`src/rtl/rbot_moves_pkg.sv`:
```
// Shared move-code definitions for the cube robot: code values, face indices,
// batch geometry and the executor/pulser state encodings.
package rbot_moves_pkg;

    localparam int unsigned NumNibbles = 15;
    localparam int unsigned NumFaces   = 6;
    localparam int unsigned BatchW     = 4 * NumNibbles;

    // Face indices into the step/dir vectors
    localparam logic [2:0] FaceR = 3'd0;
    localparam logic [2:0] FaceU = 3'd1;
    localparam logic [2:0] FaceF = 3'd2;
    localparam logic [2:0] FaceL = 3'd3;
    localparam logic [2:0] FaceB = 3'd4;
    localparam logic [2:0] FaceD = 3'd5;

    // Move codes: even = clockwise, odd = inverse; 0/1 empty, 14/15 invalid
    localparam logic [3:0] MvR  = 4'd2;
    localparam logic [3:0] MvRi = 4'd3;
    localparam logic [3:0] MvU  = 4'd4;
    localparam logic [3:0] MvUi = 4'd5;
    localparam logic [3:0] MvF  = 4'd6;
    localparam logic [3:0] MvFi = 4'd7;
    localparam logic [3:0] MvL  = 4'd8;
    localparam logic [3:0] MvLi = 4'd9;
    localparam logic [3:0] MvB  = 4'd10;
    localparam logic [3:0] MvBi = 4'd11;
    localparam logic [3:0] MvD  = 4'd12;
    localparam logic [3:0] MvDi = 4'd13;

    typedef enum logic [2:0] {
        StIdle,
        StScan,
        StMove,
        StSettle,
        StDone
    } exec_state_e;

    typedef enum logic [1:0] {
        PsIdle,
        PsSetup,
        PsStepHi,
        PsStepLo
    } pulse_state_e;

    function automatic logic code_is_move(input logic [3:0] code);
        return (code >= MvR) && (code <= MvDi);
    endfunction

    function automatic logic code_is_bad(input logic [3:0] code);
        return code > MvDi;
    endfunction

    function automatic logic [2:0] code_face(input logic [3:0] code);
        return code[3:1] - 3'd1;
    endfunction

endpackage

```
`src/rtl/move_executor_if.sv`:
```
// Batch input and motor/status output bundle of the move executor.
interface move_executor_if;
    import rbot_moves_pkg::*;

    logic [BatchW-1:0]   moves;
    logic                new_moves;
    logic [NumFaces-1:0] step;
    logic [NumFaces-1:0] dir;
    logic                busy;
    logic                batch_done;
    logic                overflow;
    logic                bad_code;

    modport master (
        output moves, new_moves,
        input  step, dir, busy, batch_done, overflow, bad_code
    );

    modport slave (
        input  moves, new_moves,
        output step, dir, busy, batch_done, overflow, bad_code
    );
endinterface

```
`src/rtl/move_executor_step_pulser.sv`:
```
// Generates one quarter turn: a direction-setup interval followed by
// STEPS_PER_QTR step pulses. o_done is high in the final low-phase cycle.
module move_executor_step_pulser
    import rbot_moves_pkg::*;
#(
    parameter int unsigned STEPS_PER_QTR    = 50,
    parameter int unsigned STEP_HALF_PERIOD = 2500
) (
    input  logic i_clock,
    input  logic i_reset,
    input  logic i_start,
    output logic o_step,
    output logic o_done
);
    localparam int unsigned HalfW = $clog2(STEP_HALF_PERIOD + 1);
    localparam int unsigned StepW = $clog2(STEPS_PER_QTR + 1);
    localparam logic [HalfW-1:0] HalfLast = HalfW'(STEP_HALF_PERIOD - 1);
    localparam logic [StepW-1:0] StepLast = StepW'(STEPS_PER_QTR - 1);

    pulse_state_e     r_state, r_state_d;
    logic [HalfW-1:0] r_half_cnt, r_half_cnt_d;
    logic [StepW-1:0] r_step_cnt, r_step_cnt_d;
    logic             w_half_end;

    assign w_half_end = (r_half_cnt == HalfLast);

    // State and counter registers
    always_ff @(posedge i_clock) begin
        if (i_reset) begin
            r_state    <= PsIdle;
            r_half_cnt <= '0;
            r_step_cnt <= '0;
        end else begin
            r_state    <= r_state_d;
            r_half_cnt <= r_half_cnt_d;
            r_step_cnt <= r_step_cnt_d;
        end
    end

    // Phase sequencing: setup, then alternating high/low half periods
    always_comb begin
        r_state_d    = r_state;
        r_half_cnt_d = r_half_cnt;
        r_step_cnt_d = r_step_cnt;
        o_step       = 1'b0;
        o_done       = 1'b0;
        case (r_state)
            PsIdle: begin
                if (i_start) begin
                    r_state_d    = PsSetup;
                    r_half_cnt_d = '0;
                    r_step_cnt_d = '0;
                end
            end
            PsSetup: begin
                if (w_half_end) begin
                    r_state_d    = PsStepHi;
                    r_half_cnt_d = '0;
                end else begin
                    r_half_cnt_d = r_half_cnt + 1'b1;
                end
            end
            PsStepHi: begin
                o_step = 1'b1;
                if (w_half_end) begin
                    r_state_d    = PsStepLo;
                    r_half_cnt_d = '0;
                end else begin
                    r_half_cnt_d = r_half_cnt + 1'b1;
                end
            end
            PsStepLo: begin
                if (w_half_end) begin
                    r_half_cnt_d = '0;
                    if (r_step_cnt == StepLast) begin
                        o_done       = 1'b1;
                        r_step_cnt_d = '0;
                        r_state_d    = PsIdle;
                    end else begin
                        r_step_cnt_d = r_step_cnt + 1'b1;
                        r_state_d    = PsStepHi;
                    end
                end else begin
                    r_half_cnt_d = r_half_cnt + 1'b1;
                end
            end
            default: r_state_d = PsIdle;
        endcase
    end

endmodule

```
`src/rtl/move_executor.sv`:
```
// Executes batches of up to 15 packed face moves, highest nibble first,
// driving per-face step/dir lines with a settle pause after each move.
module move_executor
    import rbot_moves_pkg::*;
#(
    parameter int unsigned STEPS_PER_QTR    = 50,
    parameter int unsigned STEP_HALF_PERIOD = 2500,
    parameter int unsigned SETTLE_CYCLES    = 65000
) (
    input  logic           i_clock,
    input  logic           i_reset,
    move_executor_if.slave bus
);
    localparam int unsigned SettleW = $clog2(SETTLE_CYCLES + 1);
    localparam logic [SettleW-1:0] SettleLast = SettleW'(SETTLE_CYCLES - 1);
    localparam logic [3:0] LastNibble = 4'(NumNibbles - 1);

    exec_state_e        r_state, r_state_d;
    logic [BatchW-1:0]  r_work, r_work_d;
    logic [BatchW-1:0]  r_pend, r_pend_d;
    logic               r_pend_valid, r_pend_valid_d;
    logic [3:0]         r_ptr, r_ptr_d;
    logic [2:0]         r_face, r_face_d;
    logic               r_cw, r_cw_d;
    logic [SettleW-1:0] r_settle_cnt, r_settle_cnt_d;
    logic               r_overflow, r_overflow_d;
    logic               r_bad_code, r_bad_code_d;

    logic [3:0]          w_code;
    logic                w_start;
    logic                w_pulse_step;
    logic                w_pulse_done;
    logic [NumFaces-1:0] w_face_onehot;

    assign w_code        = r_work[{r_ptr, 2'b00} +: 4];
    assign w_face_onehot = NumFaces'(1) << r_face;

    move_executor_step_pulser #(
        .STEPS_PER_QTR    (STEPS_PER_QTR),
        .STEP_HALF_PERIOD (STEP_HALF_PERIOD)
    ) u_pulser (
        .i_clock (i_clock),
        .i_reset (i_reset),
        .i_start (w_start),
        .o_step  (w_pulse_step),
        .o_done  (w_pulse_done)
    );

    // Sequencer state and batch registers
    always_ff @(posedge i_clock) begin
        if (i_reset) begin
            r_state      <= StIdle;
            r_work       <= '0;
            r_pend       <= '0;
            r_pend_valid <= 1'b0;
            r_ptr        <= '0;
            r_face       <= '0;
            r_cw         <= 1'b0;
            r_settle_cnt <= '0;
            r_overflow   <= 1'b0;
            r_bad_code   <= 1'b0;
        end else begin
            r_state      <= r_state_d;
            r_work       <= r_work_d;
            r_pend       <= r_pend_d;
            r_pend_valid <= r_pend_valid_d;
            r_ptr        <= r_ptr_d;
            r_face       <= r_face_d;
            r_cw         <= r_cw_d;
            r_settle_cnt <= r_settle_cnt_d;
            r_overflow   <= r_overflow_d;
            r_bad_code   <= r_bad_code_d;
        end
    end

    // Next-state logic: nibble scan, move dispatch, settle, batch chaining
    always_comb begin
        r_state_d       = r_state;
        r_work_d        = r_work;
        r_pend_d        = r_pend;
        r_pend_valid_d  = r_pend_valid;
        r_ptr_d         = r_ptr;
        r_face_d        = r_face;
        r_cw_d          = r_cw;
        r_settle_cnt_d  = r_settle_cnt;
        r_overflow_d    = r_overflow;
        r_bad_code_d    = r_bad_code;
        w_start         = 1'b0;
        bus.batch_done  = 1'b0;

        // IDLE and DONE take the strobe directly; elsewhere it queues
        if (bus.new_moves && (r_state != StIdle) && (r_state != StDone)) begin
            if (r_pend_valid) begin
                r_overflow_d = 1'b1;
            end else begin
                r_pend_d       = bus.moves;
                r_pend_valid_d = 1'b1;
            end
        end

        case (r_state)
            StIdle: begin
                if (bus.new_moves) begin
                    r_work_d  = bus.moves;
                    r_ptr_d   = LastNibble;
                    r_state_d = StScan;
                end
            end
            StScan: begin
                if (code_is_move(w_code)) begin
                    r_face_d  = code_face(w_code);
                    r_cw_d    = ~w_code[0];
                    w_start   = 1'b1;
                    r_state_d = StMove;
                end else begin
                    if (code_is_bad(w_code)) begin
                        r_bad_code_d = 1'b1;
                    end
                    if (r_ptr == '0) begin
                        r_state_d = StDone;
                    end else begin
                        r_ptr_d = r_ptr - 1'b1;
                    end
                end
            end
            StMove: begin
                if (w_pulse_done) begin
                    r_settle_cnt_d = '0;
                    r_state_d      = StSettle;
                end
            end
            StSettle: begin
                if (r_settle_cnt == SettleLast) begin
                    if (r_ptr == '0) begin
                        r_state_d = StDone;
                    end else begin
                        r_ptr_d   = r_ptr - 1'b1;
                        r_state_d = StScan;
                    end
                end else begin
                    r_settle_cnt_d = r_settle_cnt + 1'b1;
                end
            end
            StDone: begin
                bus.batch_done = 1'b1;
                if (r_pend_valid) begin
                    r_work_d  = r_pend;
                    r_ptr_d   = LastNibble;
                    r_state_d = StScan;
                    // Pending slot frees this cycle, so a same-cycle strobe refills it
                    if (bus.new_moves) begin
                        r_pend_d = bus.moves;
                    end else begin
                        r_pend_valid_d = 1'b0;
                    end
                end else if (bus.new_moves) begin
                    r_work_d  = bus.moves;
                    r_ptr_d   = LastNibble;
                    r_state_d = StScan;
                end else begin
                    r_state_d = StIdle;
                end
            end
            default: r_state_d = StIdle;
        endcase
    end

    // Motor and status outputs; only the active face bit can be set
    always_comb begin
        bus.step     = '0;
        bus.dir      = '0;
        bus.busy     = (r_state != StIdle);
        bus.overflow = r_overflow;
        bus.bad_code = r_bad_code;
        if ((r_state == StMove) && w_pulse_step) begin
            bus.step = w_face_onehot;
        end
        if (((r_state == StMove) || (r_state == StSettle)) && r_cw) begin
            bus.dir = w_face_onehot;
        end
    end

endmodule
```
`src/flat_wrapper.sv`:
```
// flat-port wrapper written by rule: the top's interface ports become plain ports
module move_executor_flat import rbot_moves_pkg::*;
#(
    parameter int unsigned STEPS_PER_QTR    = 50,
    parameter int unsigned STEP_HALF_PERIOD = 2500,
    parameter int unsigned SETTLE_CYCLES    = 65000
)
  (i_clock, i_reset, bus_moves, bus_new_moves, bus_step, bus_dir, bus_busy, bus_batch_done, bus_overflow, bus_bad_code);
  move_executor_if bus_i ();
  input  logic i_clock;
  input  logic i_reset;
  input wire logic [$bits(bus_i.moves)-1:0] bus_moves;
  input wire logic [$bits(bus_i.new_moves)-1:0] bus_new_moves;
  output wire logic [$bits(bus_i.step)-1:0] bus_step;
  output wire logic [$bits(bus_i.dir)-1:0] bus_dir;
  output wire logic [$bits(bus_i.busy)-1:0] bus_busy;
  output wire logic [$bits(bus_i.batch_done)-1:0] bus_batch_done;
  output wire logic [$bits(bus_i.overflow)-1:0] bus_overflow;
  output wire logic [$bits(bus_i.bad_code)-1:0] bus_bad_code;
  assign bus_i.moves = bus_moves;
  assign bus_i.new_moves = bus_new_moves;
  assign bus_step = bus_i.step;
  assign bus_dir = bus_i.dir;
  assign bus_busy = bus_i.busy;
  assign bus_batch_done = bus_i.batch_done;
  assign bus_overflow = bus_i.overflow;
  assign bus_bad_code = bus_i.bad_code;
  move_executor #(.STEPS_PER_QTR(STEPS_PER_QTR), .STEP_HALF_PERIOD(STEP_HALF_PERIOD), .SETTLE_CYCLES(SETTLE_CYCLES)) u_core (.i_clock(i_clock), .i_reset(i_reset), .bus(bus_i));
endmodule
```
`config.mk`:
```
export PLATFORM = sky130hd
export DESIGN_NAME = move_executor_flat
export DESIGN_NICKNAME = d
export VERILOG_FILES = /design/src/rtl/rbot_moves_pkg.sv /design/src/rtl/move_executor_if.sv /design/src/rtl/move_executor_step_pulser.sv /design/src/rtl/move_executor.sv /design/src/flat_wrapper.sv
export SDC_FILE = /design/constraint.sdc
export NUM_CORES = 1
export LEC_CHECK = 0
export CAP_MARGIN = 30
export CORE_MARGIN = 2
export CORE_UTILIZATION = 62
export CTS_CLUSTER_DIAMETER = 200
export DETAILED_ROUTE_END_ITERATION = 8
export GPL_TIMING_DRIVEN = 0
export PLACE_DENSITY = 0.91
export REMOVE_ABC_BUFFERS = 1
export SLEW_MARGIN = 20
export SYNTH_ARGS = -nofsm -noshare
export SYNTH_HDL_FRONTEND = slang
export SYNTH_SLANG_ARGS = --single-unit
```
`constraint.sdc`:
```
create_clock -name i_clock -period 3.8 [get_ports i_clock]
set_input_delay 0.76 -clock i_clock [delete_from_list [all_inputs] [get_ports i_clock]]
set_output_delay 0.76 -clock i_clock [all_outputs]
set_load 0.1 [all_outputs]
```
==> results.sh <==
export IMPL_outcome="finished, final reports clean"
export IMPL_synth_warnings=0
export IMPL_cts_root_buffer_cell="clkbuf_16"
export IMPL_antennaDiodeCount=0
export IMPL_crit_path_start="u_core.r_state[1]"
export IMPL_start_kind="flop"
export IMPL_hold_class="reg2reg"
export IMPL_p_leak_nw=3.62
export IMPL_endpoint_kind="primary output"
export IMPL_syn_area_per_cell_um2=8.54
export IMPL_multi_input_area_um2=4280
export IMPL_fp_dieW_um=118
export IMPL_area_growth_pct=18.1
export IMPL_clk_pin_slew_worst_paths_ps=60
export IMPL_finalCriticalPeriod_ps=3610
export IMPL_io_buffers=78
export IMPL_grt_overflow_total=0
export IMPL_row_count=41
export IMPL_drive_above_1_share=0.0796
export IMPL_synth_cell_type_count=59
export IMPL_grt_use_total=0.270
export IMPL_cp_required_ps=3040
export IMPL_powerDensity_nw_per_um2=683
export IMPL_drc=0
export IMPL_drtPass1Iterations=5
export IMPL_place_congestion=0.849
export IMPL_clock_skew_final_ps=15.0
export IMPL_worstSkewPairLatency_ps=440
export IMPL_viasPerCell=5.98
export IMPL_mostFrequentLayoutCells="169 x dfxtp_1, 152 x nand2_1, 119 x nor2_1, 80 x a21oi_1, 71 x clkdlybuf4s50_1"
export IMPL_max_freq_mhz=277
export IMPL_grt_pass1_wl_um=30800
export IMPL_synth_top_area_cell="dfxtp_1"
export IMPL_grt_max_degree=83
export IMPL_wire_per_inst_um=15.9
export IMPL_syn_area_um2=7990
export IMPL_initial_core_util=0.633
export IMPL_max_clock_path_buffers=2
export IMPL_dieArea_um2=13800
export IMPL_setup_slack_ps=190
export IMPL_num_vias=6889
export IMPL_min_delay_path_depth=2
export IMPL_hold_viol=0
export IMPL_worst_pin_slew_ps=975
export IMPL_tritoncts="yes"
export IMPL_rr_startpoint="u_core.r_ptr[0]"
export IMPL_cts_buffers=17
export IMPL_nNetsFinal=1036
export IMPL_min_from="u_core.r_pend[46]"
export IMPL_crit_cells=4
export IMPL_layout_commonest_cell="dfxtp_1"
export IMPL_vdd_drop_max_mv=0.489
export IMPL_synth_ff_type="dfxtp_1"
export IMPL_cp_top_family="buffers and inverters"
export IMPL_cp_max_fo=13
export IMPL_ys_async_sr_fraction=0
export IMPL_drtIter0Drc=576
export IMPL_htreeDepth=4
export IMPL_tns_ps=0
export IMPL_hpwl_um=11500
export IMPL_grt_pass1_vias=6613
export IMPL_setup_viol=0
export IMPL_cap_violations=0
export IMPL_p_total_mw=6.44
export IMPL_cp_slowest_cell="clkdlybuf4s50_1"
export IMPL_syn_inst=936
export IMPL_ys_seq_elements=170
export IMPL_slew_headroom=0.348
export IMPL_crit_type="reg2out"
export IMPL_ios=79
export IMPL_clock_sinks=170
export IMPL_ff_latch_area_um2=3400
export IMPL_core_area_um2=12600
export IMPL_slew_violations=0
export IMPL_worstPathCellList="nor2b_1 > nand3_1 > nor3_1 > clkdlybuf4s50_1"
export IMPL_post_cts_buffers=0
export IMPL_dieHeight_um=118
export IMPL_path_buf_inv=1
export IMPL_n_fill_cell=865
export IMPL_post_synth_top_area_fraction=0.426
export IMPL_crit_arrival_ps=2850
export IMPL_fin_crit_sh=0.950
export IMPL_antenna_left=0
export IMPL_dp_worst_setup_slack_ps=396
export IMPL_synth_edff_count=0
export IMPL_antenna_found_initial=0
export IMPL_ys_top_cells_by_area="dfxtp_1 43%, mux2i_1 8.6%, nand2_1 7.2%, a211oi_1 5.9%, nor2_1 5.6%"
export IMPL_rsz0062_at_grt="no"
export IMPL_wl_um=18300
export IMPL_yosysSeqAreaShare=0.426
export IMPL_reg2reg_depth=7
export IMPL_critical_path_max_stage_delay_ps=1160
[worst paths after layout]
check | to | slack (ps)
max | bus_dir[2] | 190
min | u_core.r_pend[46] | 460
max reg2reg | u_core.u_pulser.r_half_cnt[10] | 290
min reg2reg | u_core.r_pend[46] | 460
[metal layers]
metal  global-route usage  wire length (µm)
met1                0.338              7930
met2                0.452              8930
met3               0.0698              1050
met4               0.0964               404
met5                    0                 0
[layout make-up]
class                      count  share of cell area
sequential                   170               0.361
multi-input combinational    685               0.453
tap                          172              0.0228
clock buffer                  18              0.0455
inverter                      11             0.00438
timing repair buffer          82              0.0962
clock inverter                14              0.0168
[sequential cells by signal, summed over array words and instances, names as in the netlist]
signal and cells:
u_core.r_pend 60, u_core.r_work 60, u_core.r_settle_cnt 16, u_core.u_pulser.r_half_cnt 12
u_core.u_pulser.r_step_cnt 6, u_core.r_ptr 4, u_core.r_face 3, u_core.r_state 3
u_core.u_pulser.r_state 2, u_core.bus.bad_code 1, u_core.bus.overflow 1, u_core.r_cw 1
u_core.r_pend_valid 1
[power breakdown]
group	total (mW)	internal [mW]	switching (mW)	leakage [nW]
clock	1.74	0.984	0.758	0.282
combinational	2.23	0.929	1.30	1.95
sequential	2.47	2.13	0.344	1.39
total	6.44	4.04	2.40	3.62
[kinds of logic after synthesis]
logic type / after synthesis / share of synthesized area
buffers and inverters: 81 / 0.0413
and+or+nand+nor: 383 / 0.218
adders and majority gates: 6 / 0.00939
xor gates and xnor gates: 14 / 0.0153
DFF: 170 / 0.426
AOI/OAI and AO/OA: 197 / 0.163
muxes: 85 / 0.127
[through the flow]
stage / util / area, µm² / hold slack [ps] / cells
CTS: 0.746 / 9420 / 456 / 1152
finish: 0.748 / 9430 / 457 / 1152
global placement: 0.689 / 8700 / 442 / 1116
global route: 0.748 / 9430 / 469 / 1152
floorplan: - / 7700 / 431 / 866
detailed placement: 0.700 / 8830 / 447 / 1120
[cell usage after synthesis (all sizes together), types with 3 or more instances]
master	number
mux4	13
nand4	8
nor2b	6
dfxtp	170
mux2i	69
a31o	3
buf	15
or3	6
and2	5
nand3b	8
nand2	154
a22oi	3
a221o	3
xor2	3
or2	5
nor4	9
a22o	4
o21ai	16
nor3	26
and3	5
xnor2	11
a21oi	80
nand2b	5
a311oi	6
ha	6
a31oi	5
nand3	18
nor2	121
inv	11
clkbuf	55
mux2	3
a211oi	64
[repair_timing]
item,4_1_cts,5_1_grt
hold buffers,0,0
gates resized for setup,0,6
endpoints found under the setup margin,0,6
[worst register-to-register path, cell delays in order, from the launching register on]
cell and delay (ps):
dfxtp_2 740, mux4_2 650, or2_1 230, a31oi_1 760, nand3_1 260, nand3_1 270
nand2_1 180, a311oi_1 310
(Power assumes the default switching activity.)
==> patch (config.mk and constraints unchanged) <==
Reset style: asynchronous (`i_reset`), changed in 2 clocked blocks.
--- a/src/rtl/move_executor_step_pulser.sv
+++ b/src/rtl/move_executor_step_pulser.sv
@@ -25,7 +25,7 @@
     assign w_half_end = (r_half_cnt == HalfLast);
 
     // State and counter registers
-    always_ff @(posedge i_clock) begin
+    always_ff @(posedge i_clock or posedge i_reset) begin
         if (i_reset) begin
             r_state    <= PsIdle;
             r_half_cnt <= '0;
--- a/src/rtl/move_executor.sv
+++ b/src/rtl/move_executor.sv
@@ -47,7 +47,7 @@
     );
 
     // Sequencer state and batch registers
-    always_ff @(posedge i_clock) begin
+    always_ff @(posedge i_clock or posedge i_reset) begin
         if (i_reset) begin
             r_state      <= StIdle;
             r_work       <= '0;
Check against the original RTL: differs if i_reset is asserted again (counterexample within 4 cycles, from zero or initial values and one cycle with i_reset high); with i_reset held inactive, the same outputs for 10 cycles.
==> patch against the original RTL <==
Synthesized area grew 3.2%. Setup slack lost 14 ps. Worst hold slack improved by 43 ps. First-iteration DRC count down 1.9%. Routed wire length up 2.3%. Cell area up 5.1%. Clock skew decreased by 5.2 ps. Sequential cell count is the same. Largest cell class is now flip-flops and latches.
Power is not compared: it rests on default switching activity, and its combinational part moved more than twofold at a synthesized area within 25%.
==> patch: results (changes against the original RTL) <==
* Outcome: complete, no violations
* Clock network area share at 5.92% (-0.32 points)
* RR Endpoint: u_core.r_ptr[3]$_DFFE_PP0P_
* Non-CTS buffers at 87 (+6.1%)
* Nets at 939 (-9.4%)
* Worst hold start: u_core.u_pulser.r_step_cnt[5]$_DFFE_PP0P_
* Gpl congestion at 0.830 (-2.3%)
* XOR/XNOR share of the synthesized area at 1.27% (-0.26 points)
* WHS Path Cells at 1 (-1)
* Layout cell share with drive strength beyond 1 at 15.1% (+7.1 points)
* DR vias/cell at 6.25 (+4.5%)
* Compound-cell area share of the yosys netlist at 13.4% (-2.9 points)
* Critical Path Sink: bus_batch_done
* DR iter-0 viols at 565 (-1.9%)
* Max FO, Critical Path at 18 (+5)
* R2R Setup Slk at 320 ps (+30 ps)
* Area of the multi-input gates at 0.00377 mm² (-12%)
* Multi-input comb cells at 582 (-15%)
* Slew HR at 34.8% (-0.072 points)
* Register area share after synthesis at 51.6% (+9.0 points)
* Buffering overhead at 10.4% (+0.74 points)
* Multiplexer share of the synthesized area at 13.0% (+0.25 points)
* Gr usage total at 28.3% (+1.3 points)
* Mean Syn Cell Area at 10.2 µm² (+19%)
* First-pass GRT wire length at 31,700 µm (+3.1%)
* Critical Path Source: u_core.r_state[1]$_DFFE_PP0P_
* Dpl ws at 393 ps (-2.95 ps)
* Placed insts at 1,027 (-8.3%)
* Largest net degree at the start of global routing at 66 (-20%)
* Final HPWL DP at 12,200 µm (+6.0%)
## patch: timing repair
action | CTS | global route
gates cloned | 0 | 0
gates resized for setup | 3 | 4
endpoints found under the setup margin | 3 | 4
## patch: per-layer routing
layer	share of wire [%]	GRT usage, %	up-vias
met5	0	0	-
met4	2.1	11.0	0
met3	5.4	6.66	41
met2	51	46.5	254
met1	42	36.6	3300
li1	-	-	3026
## patch: worst min path at each step
stage | to | slack [ps]
detailed placement | u_core.u_pulser.r_step_cnt[5]$_DFFE_PP0P_ | 490
global route | u_core.r_pend[27]$_DFF_PP0_ | 520
global placement | u_core.u_pulser.r_step_cnt[5]$_DFFE_PP0P_ | 470
floorplan | u_core.u_pulser.r_step_cnt[5]$_DFFE_PP0P_ | 450
finish | u_core.u_pulser.r_step_cnt[5]$_DFFE_PP0P_ | 500
CTS | u_core.u_pulser.r_step_cnt[5]$_DFFE_PP0P_ | 500
